**config.mk**
```make
export PLATFORM = sky130hd
export DESIGN_NAME = pixel_frame_ctrl
export DESIGN_NICKNAME = d
export VERILOG_FILES = /design/src/rtl/pixel_ctrl_pkg.sv /design/src/rtl/pixel_phase_timer.sv /design/src/rtl/pixel_frame_ctrl.sv
export SDC_FILE = /design/constraint.sdc
export NUM_CORES = 1
export LEC_CHECK = 0
export BUFFER_PORTS_ARGS = -buffer_cell sky130_fd_sc_hd__buf_2
export CAP_MARGIN = 40
export CORE_MARGIN = 2
export CORE_UTILIZATION = 55
export DETAILED_ROUTE_END_ITERATION = 10
export PLACE_DENSITY = 0.83
export SYNTH_ARGS = -nofsm -noshare
export SYNTH_HDL_FRONTEND = slang
export SYNTH_SLANG_ARGS = --single-unit
```
**constraint.sdc**
```tcl
create_clock -name clk -period 5.9 [get_ports clk]
set_input_delay 0.295 -clock clk [delete_from_list [all_inputs] [get_ports clk]]
set_output_delay 0.295 -clock clk [all_outputs]
set_load 0.01 [all_outputs]
```
**src/rtl/pixel_ctrl_pkg.sv**
```systemverilog
`default_nettype none
// ============================================================================
// Module : pixel_ctrl_pkg
// Purpose: Shared types and constants for the pixel frame controller:
//          frame-sequencer state encoding, default phase lengths and the
//          ADC ramp / phase-timer widths.
// Ports  : none (package)
// Rev    : 1.0  initial release
// ============================================================================
package pixel_ctrl_pkg;

  typedef enum logic [2:0] {
    IDLE    = 3'd0,
    ERASE   = 3'd1,
    EXPOSE  = 3'd2,
    CONVERT = 3'd3,
    READ1   = 3'd4,
    READ2   = 3'd5
  } state_t;

  localparam int C_ERASE_DEF   = 5;
  localparam int C_CONVERT_DEF = 255;
  localparam int C_READ_DEF    = 5;
  localparam int RAMP_STEP_DEF = 257;

  localparam int RAMP_W  = 16;
  localparam int TIMER_W = 16;

endpackage
`default_nettype wire

```
**src/rtl/pixel_phase_timer.sv**
```systemverilog
`default_nettype none
// ============================================================================
// Module : pixel_phase_timer
// Purpose: Down-counter shared by all frame phases. A load strobe writes the
//          phase length; the counter then decrements once per cycle and
//          stops at zero. done is high in the last cycle of the phase
//          (count == 1), so the owner can leave the phase on that edge.
// Ports  : clk       - system clock
//          reset     - asynchronous active-high reset
//          load      - load strobe (takes priority over counting)
//          load_val  - phase length in cycles (>= 1)
//          done      - last cycle of the loaded phase
// Rev    : 1.0  initial release
// ============================================================================
module pixel_phase_timer
  import pixel_ctrl_pkg::*;
(
  input  logic               clk,
  input  logic               reset,
  input  logic               load,
  input  logic [TIMER_W-1:0] load_val,
  output logic               done
);

  logic [TIMER_W-1:0] count_q, count_d;

  always_comb begin
    count_d = count_q;
    if (load) begin
      count_d = load_val;
    end else if (count_q != '0) begin
      count_d = count_q - TIMER_W'(1);
    end
  end

  always_ff @(posedge clk or posedge reset) begin
    if (reset) begin
      count_q <= '0;
    end else begin
      count_q <= count_d;
    end
  end

  assign done = (count_q == TIMER_W'(1));

endmodule
`default_nettype wire

```
**src/rtl/pixel_frame_ctrl.sv**
```systemverilog
`default_nettype none
// ============================================================================
// Module : pixel_frame_ctrl
// Purpose: Frame sequencer for the pixel array. Walks IDLE -> ERASE ->
//          EXPOSE -> CONVERT -> READ1 -> READ2 -> IDLE, generates the ADC
//          ramp during CONVERT and hands both pixel bus samples downstream
//          through a valid/ready stream.
// Ports  : clk, reset            - clock, async active-high reset
//          start, exp_cycles     - frame request and exposure length
//          abort                 - synchronous return to IDLE
//          erase/expose/convert/read_1/read_2 - phase controls
//          ramp_code             - ADC ramp value (0 outside CONVERT)
//          pix_data_1/2          - pixel data buses
//          out_data/out_sel/out_valid/out_ready - output sample stream
//          busy, frame_done      - status
//          frame_count           - completed-frame counter (optional)
// Config : define PIXEL_FRAME_CNT_EN to add the frame_count output.
// Rev    : 1.0  initial release
// ============================================================================
module pixel_frame_ctrl
  import pixel_ctrl_pkg::*;
#(
  parameter int C_ERASE   = C_ERASE_DEF,
  parameter int C_CONVERT = C_CONVERT_DEF,
  parameter int C_READ    = C_READ_DEF,
  parameter int RAMP_STEP = RAMP_STEP_DEF
) (
  input  logic              clk,
  input  logic              reset,
  input  logic              start,
  input  logic              abort,
  input  logic [15:0]       exp_cycles,
  output logic              erase,
  output logic              expose,
  output logic              convert,
  output logic              read_1,
  output logic              read_2,
  output logic [RAMP_W-1:0] ramp_code,
  input  logic [15:0]       pix_data_1,
  input  logic [15:0]       pix_data_2,
  output logic [15:0]       out_data,
  output logic              out_sel,
  output logic              out_valid,
  input  logic              out_ready,
  output logic              busy,
`ifdef PIXEL_FRAME_CNT_EN
  output logic [15:0]       frame_count,
`endif
  output logic              frame_done
);

  state_t              state_q, state_d;
  logic [15:0]         exp_q, exp_d;
  logic [RAMP_W-1:0]   ramp_q, ramp_d;
  logic [15:0]         out_data_q, out_data_d;
  logic                out_sel_q, out_sel_d;
  logic                out_valid_q, out_valid_d;
  logic                frame_done_q, frame_done_d;
  logic                tmr_load;
  logic [TIMER_W-1:0]  tmr_val;
  logic                tmr_done;

  pixel_phase_timer u_timer (
    .clk      (clk),
    .reset    (reset),
    .load     (tmr_load),
    .load_val (tmr_val),
    .done     (tmr_done)
  );

  // Every state transition reloads the shared timer with the length of the
  // phase being entered, so the timer always counts the current phase.
  always_comb begin
    state_d      = state_q;
    exp_d        = exp_q;
    ramp_d       = '0;
    out_data_d   = out_data_q;
    out_sel_d    = out_sel_q;
    out_valid_d  = out_valid_q;
    frame_done_d = 1'b0;
    tmr_load     = 1'b0;
    tmr_val      = '0;

    if (abort) begin
      state_d     = IDLE;
      out_valid_d = 1'b0;
    end else begin
      case (state_q)
        IDLE: begin
          if (start) begin
            exp_d    = (exp_cycles == 16'd0) ? 16'd1 : exp_cycles;
            state_d  = ERASE;
            tmr_load = 1'b1;
            tmr_val  = TIMER_W'(C_ERASE);
          end
        end
        ERASE: begin
          if (tmr_done) begin
            state_d  = EXPOSE;
            tmr_load = 1'b1;
            tmr_val  = exp_q;
          end
        end
        EXPOSE: begin
          if (tmr_done) begin
            state_d  = CONVERT;
            tmr_load = 1'b1;
            tmr_val  = TIMER_W'(C_CONVERT);
          end
        end
        CONVERT: begin
          // ramp_q is zero on entry, so the first convert cycle shows 0.
          ramp_d = ramp_q + RAMP_W'(RAMP_STEP);
          if (tmr_done) begin
            ramp_d   = '0;
            state_d  = READ1;
            tmr_load = 1'b1;
            tmr_val  = TIMER_W'(C_READ);
          end
        end
        READ1, READ2: begin
          if (out_valid_q) begin
            if (out_ready) begin
              out_valid_d = 1'b0;
              if (state_q == READ1) begin
                state_d  = READ2;
                tmr_load = 1'b1;
                tmr_val  = TIMER_W'(C_READ);
              end else begin
                state_d      = IDLE;
                frame_done_d = 1'b1;
              end
            end
          end else if (tmr_done) begin
            // Bus has settled for C_READ cycles: capture on this edge.
            out_valid_d = 1'b1;
            out_sel_d   = (state_q == READ2);
            out_data_d  = (state_q == READ2) ? pix_data_2 : pix_data_1;
          end
        end
        default: begin
          state_d = IDLE;
        end
      endcase
    end
  end

  always_ff @(posedge clk or posedge reset) begin
    if (reset) begin
      state_q      <= IDLE;
      exp_q        <= '0;
      ramp_q       <= '0;
      out_data_q   <= '0;
      out_sel_q    <= 1'b0;
      out_valid_q  <= 1'b0;
      frame_done_q <= 1'b0;
    end else begin
      state_q      <= state_d;
      exp_q        <= exp_d;
      ramp_q       <= ramp_d;
      out_data_q   <= out_data_d;
      out_sel_q    <= out_sel_d;
      out_valid_q  <= out_valid_d;
      frame_done_q <= frame_done_d;
    end
  end

`ifdef PIXEL_FRAME_CNT_EN
  logic [15:0] frame_count_q, frame_count_d;

  // Counts on the same edge that raises frame_done; wraps naturally.
  always_comb begin
    frame_count_d = frame_count_q;
    if (frame_done_d) begin
      frame_count_d = frame_count_q + 16'd1;
    end
  end

  always_ff @(posedge clk or posedge reset) begin
    if (reset) begin
      frame_count_q <= '0;
    end else begin
      frame_count_q <= frame_count_d;
    end
  end

  assign frame_count = frame_count_q;
`endif

  assign erase      = (state_q == ERASE);
  assign expose     = (state_q == EXPOSE);
  assign convert    = (state_q == CONVERT);
  assign read_1     = (state_q == READ1);
  assign read_2     = (state_q == READ2);
  assign ramp_code  = (state_q == CONVERT) ? ramp_q : '0;
  assign busy       = (state_q != IDLE);
  assign out_data   = out_data_q;
  assign out_sel    = out_sel_q;
  assign out_valid  = out_valid_q;
  assign frame_done = frame_done_q;

endmodule
`default_nettype wire

```
After elaboration in Yosys (flattened, before gate mapping) --
Cells that the tools add are included.
Word-level totals: register bits after elaboration 70, output and inout port bits 41
Operators by class: reduce and logical (&&, ||, !) cells 11, bitwise gates (word level) 2, add/subtract/negate cells 2, equality and inequality tests 12, muxes and demuxes 42
Operators by type and width (number):
- $mux W16 | 10
- $pmux W16 S5 | 1
- $mux W3 | 13
- $add A16 B9 Y16 const B | 1
- $eq A16 B1 Y1 const B | 1
- $logic_not A16 Y1 | 1
- $reduce_bool A16 Y1 | 1
- $sub A16 B1 Y16 const B | 1
- $mux W1 | 15
- $pmux W3 S5 | 1
- $ne A3 B2 Y1 const B | 3
- $ne A3 B3 Y1 const B | 3
- $mux W8 | 1
- $eq A3 B2 Y1 const B | 2
- $eq A3 B3 Y1 const B | 2
- $reduce_and A6 Y1 | 1
- $reduce_and A4 Y1 | 1
- $reduce_bool A2 Y1 | 2
- $eq A3 B1 Y1 const B | 1
- $logic_not A3 Y1 | 1
- $pmux W1 S3 | 1
- $reduce_and A3 Y1 | 1
- $reduce_bool A3 Y1 | 1
- $reduce_or A3 Y1 | 1
- 2 further kinds | 3

Longest topological paths before layout --
depth after elaboration 7, depth in mapped cells 9, gate-level depth less buffers 7

By module --
A second synthesis with hierarchy kept.
Unflattened totals: cell total of the unflattened synthesis 397, area, all modules 3857.4 um^2
By module, submodules not included:
- pixel_frame_ctrl | seq. area each 1351.3 um^2, cells an instance 286, times used 1, area an instance 2834.0 um^2
- pixel_phase_timer | seq. area each 400.4 um^2, cells an instance 111, times used 1, area an instance 1023.5 um^2

Worst setup path before layout --
Ideal clock, no wire load.
path type reg2reg, from register u_timer.count_q[6], to register u_timer.count_q[1], arrival time 2.396 ns, setup time 0.125 ns, path buffers 3, clock period less this slack 2.520 ns, stages on the path, launching flop included 8, setup slack 3.380 ns, cell sequence dfrtp_1 -> or4_1 -> buf_2 -> or4b_4 -> buf_6 -> o21ai_1 -> buf_2 -> mux2_2
On the way: cells in the longest elaborated chain, start to end 5
RTL lines:
- from (decl) | line pixel_phase_timer.sv:25 | logic [TIMER_W-1:0] count_q, count_d;
- from (signal assigned) | line pixel_phase_timer.sv:40 | count_q <= count_d;
- $eq A16 B1 Y1 | line pixel_phase_timer.sv:44 | assign done = (count_q == TIMER_W'(1));
- $mux W8, or another cell as far along | line pixel_frame_ctrl.sv:105 | if (tmr_done) begin
- $pmux W16 S5 / $pmux W1 S3 (equally long branches) | line pixel_frame_ctrl.sv:88 | case (state_q)
- $mux W16 / $mux W1 (equally long branches) | line pixel_frame_ctrl.sv:84 | if (abort) begin
- $mux W16 / $reduce_bool A2 Y1 (equally long branches)
Several ways; a longest one is shown, not always the timed one. A chain may end at the register's enable or synchronous reset.

Worst setup path in the final report --
from register u_timer.count_q[4], to register u_timer.count_q[8]
On the way: cells in the longest elaborated chain, start to end 5
RTL lines:
- parallel branches: the longest is 5 deep, another holds $sub A16 B1 Y16
Parallel ways; which one is timed is not known. The select of a mux whose other input is x is not followed.

==> impl_metrics.py <==
metrics = {
    "outcome": {
        "outcome": "finished, final reports clean",
    },
    "placed_design": {
        "place_congestion": 0.8205,
        "placed_area_um2": 4109,
        "portBuffers": 93,
        "hpwl_um": 5741,
    },
    "timing": {
        "hold_viol_final": 0,
        "hold_slack_ps": 181.4,
        "skew_ps": 8.222,
        "drv_slew": 0,
        "fin_crit_sh": 0.5181,
        "fmax_mhz": 327.1,
        "tns_ps": 0,
        "relSlewSlack": 0.4196,
        "rsz0062_at_grt": "no",
        "setup_viol": 0,
        "post-route-min-period_ps": 3057,
        "worstMarginPinSlew_ps": 868.6,
    },
    "worst_setup_path": {
        "cp_slowest_cell": "o21ai_1",
        "crit_buf_inv": 0,
        "end_kind": "register",
        "rrSetupSlack_ps": 2840,
        "path_cells": "or4_1 -> or4b_4 -> o21ai_1 -> nor2_1 -> a22o_1",
        "worstPathRequired_ps": 6130,
        "max_stage_delay_ps": 710,
        "arrival_ps": 3280,
        "path_max_fanout": 12,
        "path_delay_family": "simple AND/OR/NAND/NOR gates",
        "critPathLaunchType": "register",
        "setup.worst_path.class": "register to register",
    },
    "grt": {
        "grt_max_degree": 52,
        "grt_usage": 0.2285,
        "gr-total-overflow": 0,
        "grt_pass1_vias": 2853,
        "grt_pass1_wl_um": 13260,
        "antenna_found_initial": 0,
    },
    "floorplan": {
        "dieArea_um2": 7189,
        "initial_utilization": 0.5686,
        "core_area_um2": 6314,
        "die_x_um": 84.79,
        "die_height_um": 84.79,
        "ioPinCount": 94,
        "num_rows": 29,
    },
    "logic_synthesis": {
        "synth_edf_count": 0,
        "synth_seq_cells": 70,
        "syn_inst": 361,
        "synthArstFlopShare": 1.000,
        "ys.flop_type": "dfrtp_1",
        "seq_area_frac_synth": 0.4880,
        "yosysMostFrequentCell": "dfrtp_1",
        "netlist_top_cells_area": "dfrtp_1 (49%), mux2i_1 (5.6%), a22o_1 (3.7%)",
        "ys_top_cells_by_count": "dfrtp_1 (70), nor2_1 (35), nand2_1 (24), o21ai_0 (24), mux2i_1 (20)",
        "ys_types": 46,
        "synth_area_leader_cell": "dfrtp_1",
        "syn_area_um2": 3590,
        "syn-num-nets": 417,
        "synth_top_area_frac": 0.4880,
        "syn-mean-instance-area_um2": 9.944,
        "ys_warn_count": 0,
    },
    "drt": {
        "vias_per_cell": 5.545,
        "drt_iter0_drc": 160,
        "drc": 0,
        "ant_nets": 0,
        "wirelength_um": 7703,
        "wl_per_cell_um": 14.53,
        "via_count": 2939,
        "dr.pass1.iters": 4,
    },
    "run": {
        "drv_cap": 0,
    },
    "power_and_ir_drop": {
        "p_sw_mw": 0.4641,
        "p_leak_nw": 2.204,
        "p_int_mw": 0.9095,
        "power_density_nw_per_um2": 320.4,
        "clkPwrFrac": 0.243,
        "ir_drop_mv": 0.2198,
        "share_comb_of_total_power": 0.285,
        "seqPwrFrac": 0.472,
        "switching_share": 0.3379,
    },
    "clock_tree": {
        "path_clk_slew_ps": 70,
        "clock_latency_ps": 340,
        "clockBufferDepth": 2,
        "cts-resized-gates": 0,
        "cts_tree": "done",
        "clkSinkCount": 70,
        "cts-root-buf": "clkbuf_8",
        "cts_buffers": 9,
        "htree_levels": 3,
    },
    "min_path": {
        "hp-class": "primary input to register",
    },
    "final_layout": {
        "drive_gt1_frac": 0.2715,
        "fillers": 492,
        "finalInstanceArea_um2": 4287,
        "nNetsFinal": 504,
        "seqCellArea_um2": 1752,
        "area_delta_synth_final_pct": 19.41,
        "diodes": 0,
        "multiInputGateArea_um2": 1719,
    },
}
[logic make-up after synthesis]
logic type / after synthesis / share of synthesized area
AOI/OAI and AO/OA: 72 / 0.1311
and+or+nand+nor: 140 / 0.2091
xor gates and xnor gates: 22 / 0.05368
buffers and inverters: 28 / 0.03311
muxes: 26 / 0.07459
adders and majority gates: 3 / 0.01046
DFF: 70 / 0.4880
[per-stage QoR]
| step | instances | worst slack, ps | total power [mW] | util |
|---|---|---|---|---|
| 6_report | 530 | 2843 | 1.374 | 0.6790 |
| 5_1_grt | 530 | 2731 | 1.458 | 0.6790 |
| 4_1_cts | 530 | 2877 | 1.377 | 0.6790 |
| 3_5_place_dp | 513 | 2926 | 1.038 | 0.6508 |
| 3_3_place_gp | 511 | 2899 | 1.013 | 0.6441 |
| 2_1_floorplan | 361 | 3380 | 0.9564 | - |
[flip-flops by register name (all words and copies together), names as in the netlist]
name / cells
exp_q: 16
out_data: 16
ramp_q: 16
u_timer.count_q: 16
state_q: 3
frame_done: 1
out_sel: 1
out_valid: 1
[worst register-to-register path: stages (launching register included)]
cell,delay (ps)
dfrtp_1,450
or4_1,620
or4b_4,630
o21ai_1,710
nor2_1,250
a22o_1,290
[routing by layer]
layer  GRT usage  part of all wire  wire (µm)
met2      0.3636              0.48       3700
met5           0                 0          0
met4     0.05772             0.012         95
met1      0.3104              0.44       3403
met3     0.06686             0.065        504
[timing repair]
item / in CTS / in global routing
buffers inserted: 0 / 0
hold endpoints to repair: 19 / 0
endpoints found under the setup margin: 0 / 0
hold buffers: 1 / 0
[power groups by stage]
stage / registers [mW] / clock network (mW) / logic [mW]
2_1_floorplan: 0.620 / 0 / 0.336
3_3_place_gp: 0.647 / 0 / 0.366
3_5_place_dp: 0.654 / 0 / 0.384
4_1_cts: 0.645 / 0.341 / 0.391
5_1_grt: 0.660 / 0.361 / 0.438
6_report: 0.648 / 0.334 / 0.391
[cell usage in the layout, fill, tap and decap left out, types with 5 or more instances in the layout]
cell      instances
buf_2            93
or4_1             5
mux2i_1          20
and2_1           18
nor2b_1           8
xnor2_1          11
and3_1            6
clkbuf_8         10
nor3_1            8
a22o_1           15
nand3_1           8
nor2_1           35
xor2_1           11
o21ai_0          24
nor4_1           10
nand2_1          24
a21oi_1          14
inv_1             6
mux2_2            6
dfrtp_1          70
[layout make-up]
cell class	instances	area share
sequential	70	0.4086
multi-input combinational	263	0.4011
timing repair buffer	97	0.1226
clock buffer	12	0.03386
tap	77	0.02248
inverter	7	0.006130
clock inverter	4	0.005254
[worst paths after layout]
check                                         from            endpoint  cells past startpoint
worst min-delay path                exp_cycles[14]           exp_q[14]                      2
worst max-delay path            u_timer.count_q[4]  u_timer.count_q[8]                      5
worst min register to register         out_data[2]         out_data[2]                      2
worst max register to register  u_timer.count_q[4]  u_timer.count_q[8]                      5
min in group asynchronous                    reset          ramp_q[14]                      4
max in group asynchronous                    reset          state_q[1]                      5
Note: power is estimated with default switching activity, not from simulation.
